==> src/rtl/yalu_pkg.sv <==
// Shared definitions for the sequential ALU: op codes, FSM states, default width.
package yalu_pkg;

    localparam int DEFAULT_WIDTH = 32;

    localparam logic [2:0] OP_AND = 3'b000;
    localparam logic [2:0] OP_OR  = 3'b001;
    localparam logic [2:0] OP_ADD = 3'b010;
    localparam logic [2:0] OP_SLL = 3'b011;
    localparam logic [2:0] OP_SRL = 3'b100;
    localparam logic [2:0] OP_UNS = 3'b101;
    localparam logic [2:0] OP_SUB = 3'b110;
    localparam logic [2:0] OP_SLT = 3'b111;

    typedef enum logic [1:0] {
        IDLE  = 2'd0,
        SHIFT = 2'd1,
        HOLD  = 2'd2
    } state_t;

endpackage

==> src/rtl/yalu_comb.sv <==
// Single-cycle ALU datapath. Shift ops pass A through so a zero-count shift
// can complete in one cycle; the multi-cycle shift lives in yalu_seq.
module yalu_comb
    import yalu_pkg::*;
#(
    parameter int WIDTH = DEFAULT_WIDTH
) (
    input  logic [WIDTH-1:0] a_i,
    input  logic [WIDTH-1:0] b_i,
    input  logic [2:0]       op_i,
    output logic [WIDTH-1:0] z_o,
    output logic             ovf_o,
    output logic             ex_o
);

    logic [WIDTH-1:0] sum;
    logic [WIDTH-1:0] diff;
    logic             sa, sb;

    assign sum  = a_i + b_i;
    assign diff = a_i + ~b_i + WIDTH'(1);
    assign sa   = a_i[WIDTH-1];
    assign sb   = b_i[WIDTH-1];

    always_comb begin
        z_o   = a_i;
        ovf_o = 1'b0;
        ex_o  = 1'b0;
        case (op_i)
            OP_AND: z_o = a_i & b_i;
            OP_OR:  z_o = a_i | b_i;
            OP_ADD: begin
                z_o   = sum;
                ovf_o = (sa == sb) && (sum[WIDTH-1] != sa);
            end
            OP_SUB: begin
                z_o   = diff;
                ovf_o = (sa != sb) && (diff[WIDTH-1] != sa);
            end
            OP_SLT: begin
                // differing signs decide directly; otherwise the difference cannot overflow
                z_o    = '0;
                z_o[0] = (sa != sb) ? sa : diff[WIDTH-1];
            end
            OP_SLL, OP_SRL: z_o = a_i;
            default: begin
                z_o  = '0;
                ex_o = 1'b1;
            end
        endcase
    end

endmodule

==> src/rtl/yalu_seq.sv <==
// Sequential ALU: ready/valid front end, bit-serial shifter and held result
// registers around the single-cycle yalu_comb datapath.
module yalu_seq
    import yalu_pkg::*;
#(
    parameter int WIDTH = DEFAULT_WIDTH,
    parameter int SHW   = $clog2(WIDTH)
) (
    input  logic             clk,
    input  logic             reset,
    input  logic             in_valid,
    output logic             in_ready,
    input  logic [WIDTH-1:0] a,
    input  logic [WIDTH-1:0] b,
    input  logic [2:0]       op,
    output logic             out_valid,
    input  logic             out_ready,
    output logic [WIDTH-1:0] z,
    output logic             zero,
    output logic             ovf,
    output logic             ex
);

    state_t           state_q, state_d;
    logic [WIDTH-1:0] acc_q, acc_d, acc_sh;
    logic [SHW-1:0]   cnt_q, cnt_d;
    logic             left_q, left_d;
    logic [WIDTH-1:0] z_q, z_d;
    logic             zero_q, zero_d, ovf_q, ovf_d, ex_q, ex_d;

    logic [WIDTH-1:0] c_z;
    logic             c_ovf, c_ex;
    logic             accept, is_shift;

    yalu_comb #(.WIDTH(WIDTH)) u_comb (
        .a_i   (a),
        .b_i   (b),
        .op_i  (op),
        .z_o   (c_z),
        .ovf_o (c_ovf),
        .ex_o  (c_ex)
    );

    assign in_ready = (state_q == IDLE) || (state_q == HOLD && out_ready);
    assign accept   = in_valid && in_ready;
    assign is_shift = (op == OP_SLL) || (op == OP_SRL);
    assign acc_sh   = left_q ? {acc_q[WIDTH-2:0], 1'b0} : {1'b0, acc_q[WIDTH-1:1]};

    always_comb begin
        state_d = state_q;
        acc_d   = acc_q;
        cnt_d   = cnt_q;
        left_d  = left_q;
        z_d     = z_q;
        zero_d  = zero_q;
        ovf_d   = ovf_q;
        ex_d    = ex_q;

        case (state_q)
            SHIFT: begin
                acc_d = acc_sh;
                cnt_d = cnt_q - SHW'(1);
                if (cnt_q == SHW'(1)) begin
                    state_d = HOLD;
                    z_d     = acc_sh;
                    zero_d  = (acc_sh == '0);
                    ovf_d   = 1'b0;
                    ex_d    = 1'b0;
                end
            end
            HOLD:    if (out_ready) state_d = IDLE;
            default: ;
        endcase

        // a fresh beat overrides the HOLD->IDLE drain so results can stream
        if (accept) begin
            if (is_shift && b[SHW-1:0] != '0) begin
                state_d = SHIFT;
                acc_d   = a;
                cnt_d   = b[SHW-1:0];
                left_d  = (op == OP_SLL);
            end else begin
                state_d = HOLD;
                z_d     = c_z;
                zero_d  = (c_z == '0);
                ovf_d   = c_ovf;
                ex_d    = c_ex;
            end
        end
    end

    always_ff @(posedge clk) begin
        if (reset) begin
            state_q <= IDLE;
            acc_q   <= '0;
            cnt_q   <= '0;
            left_q  <= 1'b0;
            z_q     <= '0;
            zero_q  <= 1'b0;
            ovf_q   <= 1'b0;
            ex_q    <= 1'b0;
        end else begin
            state_q <= state_d;
            acc_q   <= acc_d;
            cnt_q   <= cnt_d;
            left_q  <= left_d;
            z_q     <= z_d;
            zero_q  <= zero_d;
            ovf_q   <= ovf_d;
            ex_q    <= ex_d;
        end
    end

    assign out_valid = (state_q == HOLD);
    assign z         = z_q;
    assign zero      = zero_q;
    assign ovf       = ovf_q;
    assign ex        = ex_q;

endmodule

==> config.mk <==
export PLATFORM = sky130hd
export DESIGN_NAME = yalu_seq
export DESIGN_NICKNAME = d
export VERILOG_FILES = /design/src/rtl/yalu_pkg.sv /design/src/rtl/yalu_comb.sv /design/src/rtl/yalu_seq.sv
export SDC_FILE = /design/constraint.sdc
export NUM_CORES = 1
export LEC_CHECK = 0
export BUFFER_PORTS_ARGS = -buffer_cell sky130_fd_sc_hd__buf_2
export CORE_AREA = 5 5 135 137
export DETAILED_ROUTE_END_ITERATION = 8
export DIE_AREA = 0 0 140 142
export PLACE_DENSITY = 0.75
export SLEW_MARGIN = 20
export SYNTH_ARGS = -nofsm -noshare
export SYNTH_HDL_FRONTEND = slang
export SYNTH_SLANG_ARGS = --single-unit
==> constraint.sdc <==
create_clock -name clk -period 9.87 [get_ports clk]
set_clock_uncertainty 0.15 [all_clocks]
set_input_delay 0.4935 -clock clk [delete_from_list [all_inputs] [get_ports clk]]
set_output_delay 0.4935 -clock clk [all_outputs]
set_load 0.02 [all_outputs]
==> impl_metrics.ini, run 1 <==
[run_status]
status = complete, no violations

[timing]
finalMaxSlewViolations = 0
setup_tns_ns = 0
grt_setup_unrepaired = false
finalHoldViolations = 0
setup_violations = 0
finalCriticalPeriod_ns = 5.787
relSlewSlack = 0.3072
fmax_ghz = 0.1728
timing.final.crit_share = 0.5863
tightest_slew_ns = 1.037

[synth]
synth-edff-count = 0
syn-instance-count = 1295
synth_ff_type = dfxtp_1
yosysWarnings = 0
synth_top_area_cell = dfxtp_1
ys_seq_area_frac = 0.1642
async_flop_share = 0
synthDistinctLibCells = 76
synth_seq_cells = 75
synth_top_area_share = 0.1642
synthTopCellsByArea = dfxtp_1, ha_1, nor2_1
synth.avg_cell_area_um2 = 7.061
syn_nets = 1474
syn-cell-area_mm2 = 0.009144

[setup_path]
cp-start-kind = primary input
r2r_cells = 11
worstReg2RegStart = state_q[1]
crit_end = zero
worst-r2r-setup-slack_ns = 6.64
arrival_ns = 5.88
cp-startpoint = b[1]
r2r-end = zero
cp-end-kind = flip-flop
worstSetupPathType = primary input to flip-flop
crit_fanout = 4
required_ns = 9.96

[final_layout]
diodes = 0
area_delta_synth_final_pct = 8.908
final_util = 0.5880
drive_above_1_share = 0.1210
fillers = 1694
stdcell_area_mm2 = 0.009958
nNetsFinal = 1514
finalNonFillerCells = 1564

[clocking]
cts_root_buf = clkbuf_16
numClockSinks = 75
cts.clk_slew.worst_paths_ns = 0.06
cts_buffers = 9
worstSkewPairLatency_ns = 0.33
cts_setup_buffers = 0
cts_hold_buffers = 0
cts_max_level = 3
clk_path_buf_depth = 2
cts_tree = done
cts_resized = 0

[placed_design]
dpl.hpwl_um = 24320
portBuffers = 107
gp_congestion = 0.9613
dp.cells = 1548
placed_area_mm2 = 0.009664

[drt]
post-route-drc-count = 0
drt_iter0_markers = 1115
vias_per_cell = 6.316
drtPass1Iterations = 5
final_antenna_net_count = 0
vias = 9878
routed_wirelength_um = 31750
wire_per_inst_um = 20.30

[power_and_ir_drop]
vdd_drop_max_uv = 103.5
p_leak_nw = 4.192
power.density_mw_per_mm2 = 116.6

[global_routing]
antenna_found_initial = 0
grt_pass1_vias = 8968
grt.overflow.total = 0
grt_start_max_net_pins = 78
grt_use_total = 0.3088
grt_first_pass_wirelength_um = 49710

[floorplanning]
initial_core_util = 0.5399
die_y_um = 142
num_io_pins = 108
floorplan.rows = 48
dieArea_mm2 = 0.01988
core_area_mm2 = 0.01694
die_x_um = 140

[flow_run]
maxCapViolCount = 0

[worst_hold_path]
hp-class = primary input to flip-flop
==> worst min-delay path by stage <==
stage / start / to / slack (ns) / depth (start not counted)
finish: a[28] / acc_q[28] / 0.32 / 3
CTS: a[28] / acc_q[28] / 0.31 / 3
global placement: ex / ex / 0.34 / 2
detailed placement: ex / ex / 0.35 / 2
floorplan: state_q[0] / state_q[0] / 0.35 / 2
global route: a[0] / acc_q[0] / 0.35 / 3
==> layout make-up <==
type	count	area, um^2	share of cell area
clock inverter	1	7.507	0.0007539
tap	225	281.5	0.02827
clock buffer	14	274.0	0.02752
inverter	115	431.7	0.04335
timing repair buffer	119	629.4	0.06320
multi-input combinational	1015	6832	0.6860
sequential	75	1503	0.1509
==> cells in the final DEF (no fill, tap or decap), types with 5 or more instances in the layout <==
cell type  instances
nor2_1           192
a21oi_1          141
inv_1            115
buf_2            107
ha_1             105
a211oi_1          83
o21ai_0           76
dfxtp_1           74
nand2_1           61
mux2i_1           43
xnor2_1           27
nor3_1            26
a22oi_1           18
nand4_1           16
nand3_1           15
nor4_1            13
o211ai_1          13
nand2b_1          12
o31ai_1           11
buf_4             11
nor2b_1           10
clkbuf_16          9
or2_2              7
a31oi_1            7
and3_1             6
a21o_1             6
o22ai_1            6
a221oi_1           6
a2111oi_0          5
o21bai_1           5
a31o_2             5
and2_1             5
==> cells by family after synthesis <==
group / Yosys count / synth area share
xor+xnor: 31 / 0.02969
flops: 75 / 0.1642
buf+inv: 205 / 0.09099
compound gates: 442 / 0.3190
fa+ha+maj: 108 / 0.1502
mux: 46 / 0.05077
simple gates: 388 / 0.1951
==> metal layers <==
layer,GRT usage,vias up,wire [um],share of wire
met2,0.4720,505,13800,0.43
met5,0,-,0,0
li1,-,4736,-,-
met4,0.1101,0,998,0.031
met3,0.03495,72,2920,0.092
met1,0.4508,4565,14030,0.44
==> cell usage after synthesis (all sizes together) (14+ instances only) <==
cell and instances:
nor2 194, ha 105, mux2i 43, dfxtp 75, nand4 16, a22oi 18
nor3 27, clkbuf 73, nor4 14, nand2 61, a21oi 141, inv 115
a211oi 83, xnor2 27, o21ai 77, buf 17, nand3 15
==> state kept, by name (all words and copies together) (netlist names) <==
register / cells
zero: 1
z: 32
left_q: 1
ovf: 1
ex: 1
cnt_q: 5
acc_q: 32
state_q: 2
==> per-stage QoR <==
step	setup WS [ns]	hold slack, ns	power [mW]
after floorplan	4.570	0.3544	0.6957
after global placement	3.964	0.3408	0.8391
after detailed placement	3.830	0.3460	0.8419
after CTS	4.151	0.3129	1.150
after global routing	3.637	0.3455	1.223
final	4.083	0.3236	1.161
==> worst max-delay path, stage by stage <==
cell       delay, ns
buf_2           0.13
inv_1           0.17
ha_1            0.27
or2_2           0.33
a2111o_1        0.40
a21oi_1         0.32
a211o_1         0.21
nand3_1         0.12
and3_1          0.18
o21ai_0         0.14
a21oi_1         0.09
o21bai_1        0.13
a21oi_1         0.11
fa_1            0.38
nand3_1         0.09
o211ai_1        0.12
a221oi_2        0.31
o211a_1         0.18
o211ai_1        0.09
a2111o_1        0.42
a2111oi_2       0.27
nand4bb_1       0.17
nor4_2          0.27
nand4_1         0.15
o41ai_2         0.34
==> power breakdown <==
| group | total, mW | internal, mW | switching [mW] |
|---|---|---|---|
| clock network | 0.309 | 0.190 | 0.120 |
| registers | 0.346 | 0.328 | 0.0182 |
| logic | 0.506 | 0.177 | 0.329 |
| total | 1.16 | 0.694 | 0.467 |
Note: power is estimated with default switching activity, not from simulation.
==> run 2: changes to the inputs <==
--- a/config.mk
+++ b/config.mk
@@ -9,7 +9,7 @@
 export CORE_AREA = 5 5 135 137
 export DETAILED_ROUTE_END_ITERATION = 8
 export DIE_AREA = 0 0 140 142
-export PLACE_DENSITY = 0.75
+export PLACE_DENSITY = 0.78
 export SLEW_MARGIN = 20
 export SYNTH_ARGS = -nofsm -noshare
 export SYNTH_HDL_FRONTEND = slang
==> constraint.sdc (replaced) <==
create_clock -name clk -period 4.9 [get_ports clk]
set_clock_uncertainty 0.15 [all_clocks]
set_input_delay 0.245 -clock clk [delete_from_list [all_inputs] [get_ports clk]]
set_output_delay 0.245 -clock clk [all_outputs]
set_load 0.02 [all_outputs]
==> run 2 against run 1 <==
Routed wire length rose by 2.4%. Worst hold slack got worse by 0.22 ns. Register-to-register slack got worse by 4.7 ns. Final cell count rose by 7.7%. First-iteration DRC count fell by 4.4%. Critical path depth did not move. Sequential share of layout area fell by 1.3 points. Sequential cell count did not move. Cell area rose by 9.8%. Worst setup slack got worse by 4.0 ns. Critical path type unchanged. Largest cell class unchanged. Largest power group unchanged.
==> impl_metrics.ini, run 2 (same netlist as run 1, synthesis figures left out) <==
[power_and_ir_drop]
p_sw_frac = 0.3899
clkPwrFrac = 0.274
p_leak_nw = 4.789
p_int_mw = 1.535
combPwrFrac = 0.450
seq_power_share = 0.277
p_switching_mw = 0.9810
vdd_drop_max_uv = 213.8
power.density_mw_per_mm2 = 230.1

[floorplanning]
floorplan.rows = 48
num_io_pins = 108
initial_core_util = 0.5399
core_area_mm2 = 0.01694
die_y_um = 142
dieArea_mm2 = 0.01988
die_x_um = 140

[clocking]
cts_tree = done
cts_max_level = 3
cts.clk_slew.worst_paths_ns = 0.06
worstSkewPairLatency_ns = 0.34
cts_buffers = 9
clk_path_buf_depth = 2
numClockSinks = 75
cts_root_buf = clkbuf_16
cts_hold_buffers = 0

[worst_hold_path]
worstHoldPathCells = 3
hp-class = primary input to flip-flop
whs_endpoint = acc_q[28]
hold_start = a[28]

[placed_design]
portBuffers = 107
placed_area_mm2 = 0.01056
gp_congestion = 1.002
dpl.hpwl_um = 25500
dp_slack_ns = -0.5263

[setup_path]
required_ns = 5.00
crit_fanout = 3
worst-r2r-setup-slack_ns = 1.98
r2r-end = zero
cp-start-kind = primary input
r2r_cells = 11
worstSetupPathType = primary input to flip-flop
arrival_ns = 4.95
cp-end-kind = flip-flop
worstReg2RegStart = state_q[1]

[timing]
finalMaxSlewViolations = 0
finalHoldViolations = 0
timing.final.crit_share = 0.9888
fmax_ghz = 0.2064
grt_setup_unrepaired = true
tightest_slew_ns = 1.072
relSlewSlack = 0.2835
fin_ws_ns = 0.05480
setup_violations = 0
finalCriticalPeriod_ns = 4.845
fin_hold_ws_ns = 0.1004

[final_layout]
area_delta_synth_final_pct = 19.61
regArea_mm2 = 0.001503
final_cell_mix = nor2_1, a21oi_1, buf_4
fillers = 1563
final_common_cell = nor2_1
multi_input_area_mm2 = 0.006869
drive_above_1_share = 0.1986
stdcell_area_mm2 = 0.01094
diodes = 0
nNetsFinal = 1634

[drt]
drt_iter0_markers = 1066
routed_wirelength_um = 32520
wire_per_inst_um = 19.30
vias_per_cell = 6.204
vias = 10450
drtPass1Iterations = 5
post-route-drc-count = 0
final_antenna_net_count = 0

[global_routing]
grt_first_pass_wirelength_um = 50500
grt_pass1_vias = 9559
antenna_found_initial = 0
grt.overflow.total = 0
grt_start_max_net_pins = 77
grt_use_total = 0.3129

[flow_run]
maxCapViolCount = 0

[run_status]
status = complete, no violations
run 2: critical path, cell delays in order:
cell and delay (ns):
buf_2 0.12, clkinvlp_4 0.11, ha_4 0.22, or2_2 0.33, a2111o_1 0.45, a21oi_2 0.21
a211o_1 0.18, nand3_2 0.08, and3_4 0.16, o21ai_1 0.11, a21oi_1 0.08, o21bai_1 0.14
a21oi_1 0.11, fa_1 0.37, nand3_1 0.08, o211ai_1 0.12, a221oi_2 0.32, o211a_1 0.21
o211ai_1 0.10, a2111o_1 0.35, a2111oi_4 0.21, nand4bb_1 0.15, nor4_2 0.14, nand4_1 0.14
o41ai_2 0.21
run 2: worst max-delay path by stage:
stage                     start  endpoint  slack, ns  depth (start not counted)
after global routing       b[1]      zero      -0.02                         25
final                      b[1]      zero       0.05                         25
after floorplan            b[1]      zero       0.07                         24
after CTS                  b[1]      zero    0.00005                         25
after detailed placement   b[1]      zero      -0.53                         25
after global placement     b[1]      zero      -0.33                         25
run 2: repair_timing:
item	in CTS	in global routing
gates resized for setup	1	3
setup endpoints to repair	1	1
pin swaps	10	7
setup buffers	1	2
run 2: power groups by stage:
stage / clock [mW] / sequential (mW) / combinational [mW]
finish: 0.689 / 0.696 / 1.13
global route: 0.714 / 0.702 / 1.22
CTS: 0.686 / 0.695 / 1.10
detailed placement: 0 / 0.708 / 1.09
global placement: 0 / 0.706 / 1.07
floorplan: 0 / 0.725 / 0.678
run 2: layer usage:
metal | up-vias | global-route usage | part of all wire
li1 | 4973 | - | -
met1 | 4821 | 0.4317 | 0.43
met2 | 585 | 0.4925 | 0.44
met3 | 74 | 0.05948 | 0.10
met4 | 0 | 0.1086 | 0.032
met5 | - | 0 | 0
run 2: cell type report:
cell class                      count  area share
Clock inverter                      4    0.004347
Sequential cell                    75      0.1374
Multi-Input combinational cell   1015      0.6281
Timing Repair Buffer              239      0.1403
Tap cell                          225     0.02574
Clock buffer                       12     0.02437
Inverter                          115     0.03981
run 2: metrics by stage:
| step | cells | total power [mW] | util | setup TNS (ns) |
|---|---|---|---|---|
| CTS | 1682 | 2.478 | 0.6434 | 0 |
| floorplan | 1295 | 1.403 | - | 0 |
| global placement | 1665 | 1.780 | 0.6237 | -0.3275 |
| detailed placement | 1665 | 1.794 | 0.6237 | -0.5263 |
| finish | 1685 | 2.516 | 0.6458 | 0 |
| global route | 1685 | 2.640 | 0.6458 | -0.02488 |
==> run 3: changes to the inputs <==
--- a/config.mk
+++ b/config.mk
@@ -10,6 +10,7 @@
 export DETAILED_ROUTE_END_ITERATION = 8
 export DIE_AREA = 0 0 140 142
 export PLACE_DENSITY = 0.78
+export SETUP_SLACK_MARGIN = 0.15
 export SLEW_MARGIN = 20
 export SYNTH_ARGS = -nofsm -noshare
 export SYNTH_HDL_FRONTEND = slang
==> run 3 against run 2 <==
Worst setup slack gained 0.20 ns. Register-to-register slack lost 0.02 ns. Core utilization fell by 1.8 points. Sequential share of layout area grew 0.39 points. Combinational power is essentially flat. Routed wire length down 2.0%. Count of clock-buffer cells in the layout is the same. Cell area decreased by 2.7%. First-iteration DRC count decreased by 7.6%. Non-clock buffer count down 39. Via count down 3.0%. Sequential cell count stayed put.
==> impl_metrics.ini, run 3 (same netlist as run 1, synthesis figures left out) <==
[placed_design]
gp_congestion = 0.9595
portBuffers = 107
dpl.hpwl_um = 25140

[timing]
timing.final.crit_share = 0.9476
setup_violations = 0
finalHoldViolations = 0
relSlewSlack = 0.3011
setup_tns_ns = 0
fmax_ghz = 0.2154
fin_hold_ws_ns = 0.08626
finalCriticalPeriod_ns = 4.643
tightest_slew_ns = 1.046
finalMaxSlewViolations = 0
grt_setup_unrepaired = true

[global_routing]
met3_usage = 0.04940
antenna_found_initial = 0
grt_use_total = 0.3089
grt_busiest_layer = met2
grt.overflow.total = 0
grt.met2_usage = 0.4771
grt_first_pass_wirelength_um = 49900
grt_start_max_net_pins = 77
grt_pass1_vias = 9448
grtUsageMet1 = 0.4422

[final_layout]
drive_above_1_share = 0.1802
final_cell_mix = nor2_1, a21oi_1, inv_1
area_delta_synth_final_pct = 16.34
nNetsFinal = 1595
diodes = 0
final_common_cell = nor2_1

[power_and_ir_drop]
p_leak_nw = 4.583
power.density_mw_per_mm2 = 226.7
vdd_drop_max_uv = 251.4

[clocking]
cts_max_level = 3
worstSkewPairLatency_ns = 0.33
cts_tree = done
cts.clk_slew.worst_paths_ns = 0.06
cts_buffers = 9
cts_root_buf = clkbuf_16
numClockSinks = 75
clk_path_buf_depth = 2

[run_status]
status = complete, no violations

[setup_path]
required_ns = 4.98
worstSetupPathType = primary input to flip-flop
arrival_ns = 4.72
cp-end-kind = flip-flop
cp-start-kind = primary input
crit_fanout = 3

[floorplanning]
floorplan.rows = 48
die_y_um = 142
dieArea_mm2 = 0.01988
die_x_um = 140
initial_core_util = 0.5399
core_area_mm2 = 0.01694
num_io_pins = 108

[flow_run]
maxCapViolCount = 0

[drt]
post-route-drc-count = 0
wire_per_inst_um = 19.36
routed_wirelength_um = 31870
drt_iter0_markers = 985
drtPass1Iterations = 8
vias = 10140
final_antenna_net_count = 0
vias_per_cell = 6.163

[worst_hold_path]
hp-class = primary input to flip-flop
==> run 3: changes by cell type in the layout (fill, tap and decap cells not counted), sizes merged <==
cell | previous run | this run
buf | 239 | 200
bufinv | 1 | 0
clkinvlp | 2 | 3
==> run 3: path summary, 6_finish.rpt <==
check	end	startpoint	slack (ns)	depth (start not counted)
setup reg to reg	zero	state_q[0]	1.96	11
hold reg to reg	ex	ex	0.36	2
setup / recovery	zero	b[1]	0.26	25
hold / removal	state_q[1]	out_ready	0.09	4
==> run 3: worst max-delay path: stages <==
cell and delay [ns]:
buf_6 0.08, clkinvlp_4 0.09, ha_4 0.22, or2_4 0.25
a2111o_1 0.41, a21oi_2 0.19, a211o_1 0.19, nand3_2 0.10
and3_4 0.17, o21ai_2 0.10, a21oi_1 0.08, o21bai_1 0.18
a21oi_2 0.09, fa_2 0.34, nand3_2 0.06, o211ai_1 0.10
a221oi_2 0.32, o211a_1 0.20, o211ai_1 0.08, a2111o_1 0.34
a2111oi_4 0.21, nand4bb_1 0.15, nor4_2 0.14, nand4_1 0.14
o41ai_2 0.24
==> run 3: per-layer routing <==
layer / vias up / share of wire
met2: 500 / 0.43
li1: 4909 / -
met1: 4666 / 0.43
met3: 69 / 0.10
met4: 0 / 0.032
met5: - / 0
==> run 3: cell type report <==
class                           instances  area, um^2
Multi-Input combinational cell       1015        6889
Fill cell                            1595        6299
Sequential cell                        75        1503
Timing Repair Buffer                  200        1247
Inverter                              115       435.4
Tap cell                              225       281.5
Clock buffer                           12       256.5
Clock inverter                          4       25.02
==> run 3: what timing repair did <==
| action | 4_1_cts | 5_1_grt |
|---|---|---|
| hold endpoints to repair | 0 | 0 |
| pin swaps | 5 | 1 |
| resized for setup | 0 | 11 |
| setup endpoints to repair | 1 | 1 |
| hold buffers | 0 | 0 |
| buffers inserted | 1 | 1 |
==> run 3: report_power, final <==
part	internal (mW)	switching [mW]	leakage, nW	total [mW]
registers	0.660	0.0349	0.613	0.695
logic	0.418	0.678	3.84	1.10
clock network	0.369	0.252	0.135	0.621
==> run 3: metrics by stage <==
stage	setup WS (ns)	instance area [um^2]	utilization	power, mW	std cells
floorplan	0.1911	9169	-	1.403	1295
global placement	-0.2281	10280	0.6071	1.752	1627
detailed placement	-0.3686	10280	0.6071	1.764	1627
CTS	0.1457	10570	0.6242	2.381	1644
global route	-0.02076	10640	0.6281	2.546	1646
finish	0.2567	10640	0.6281	2.411	1646
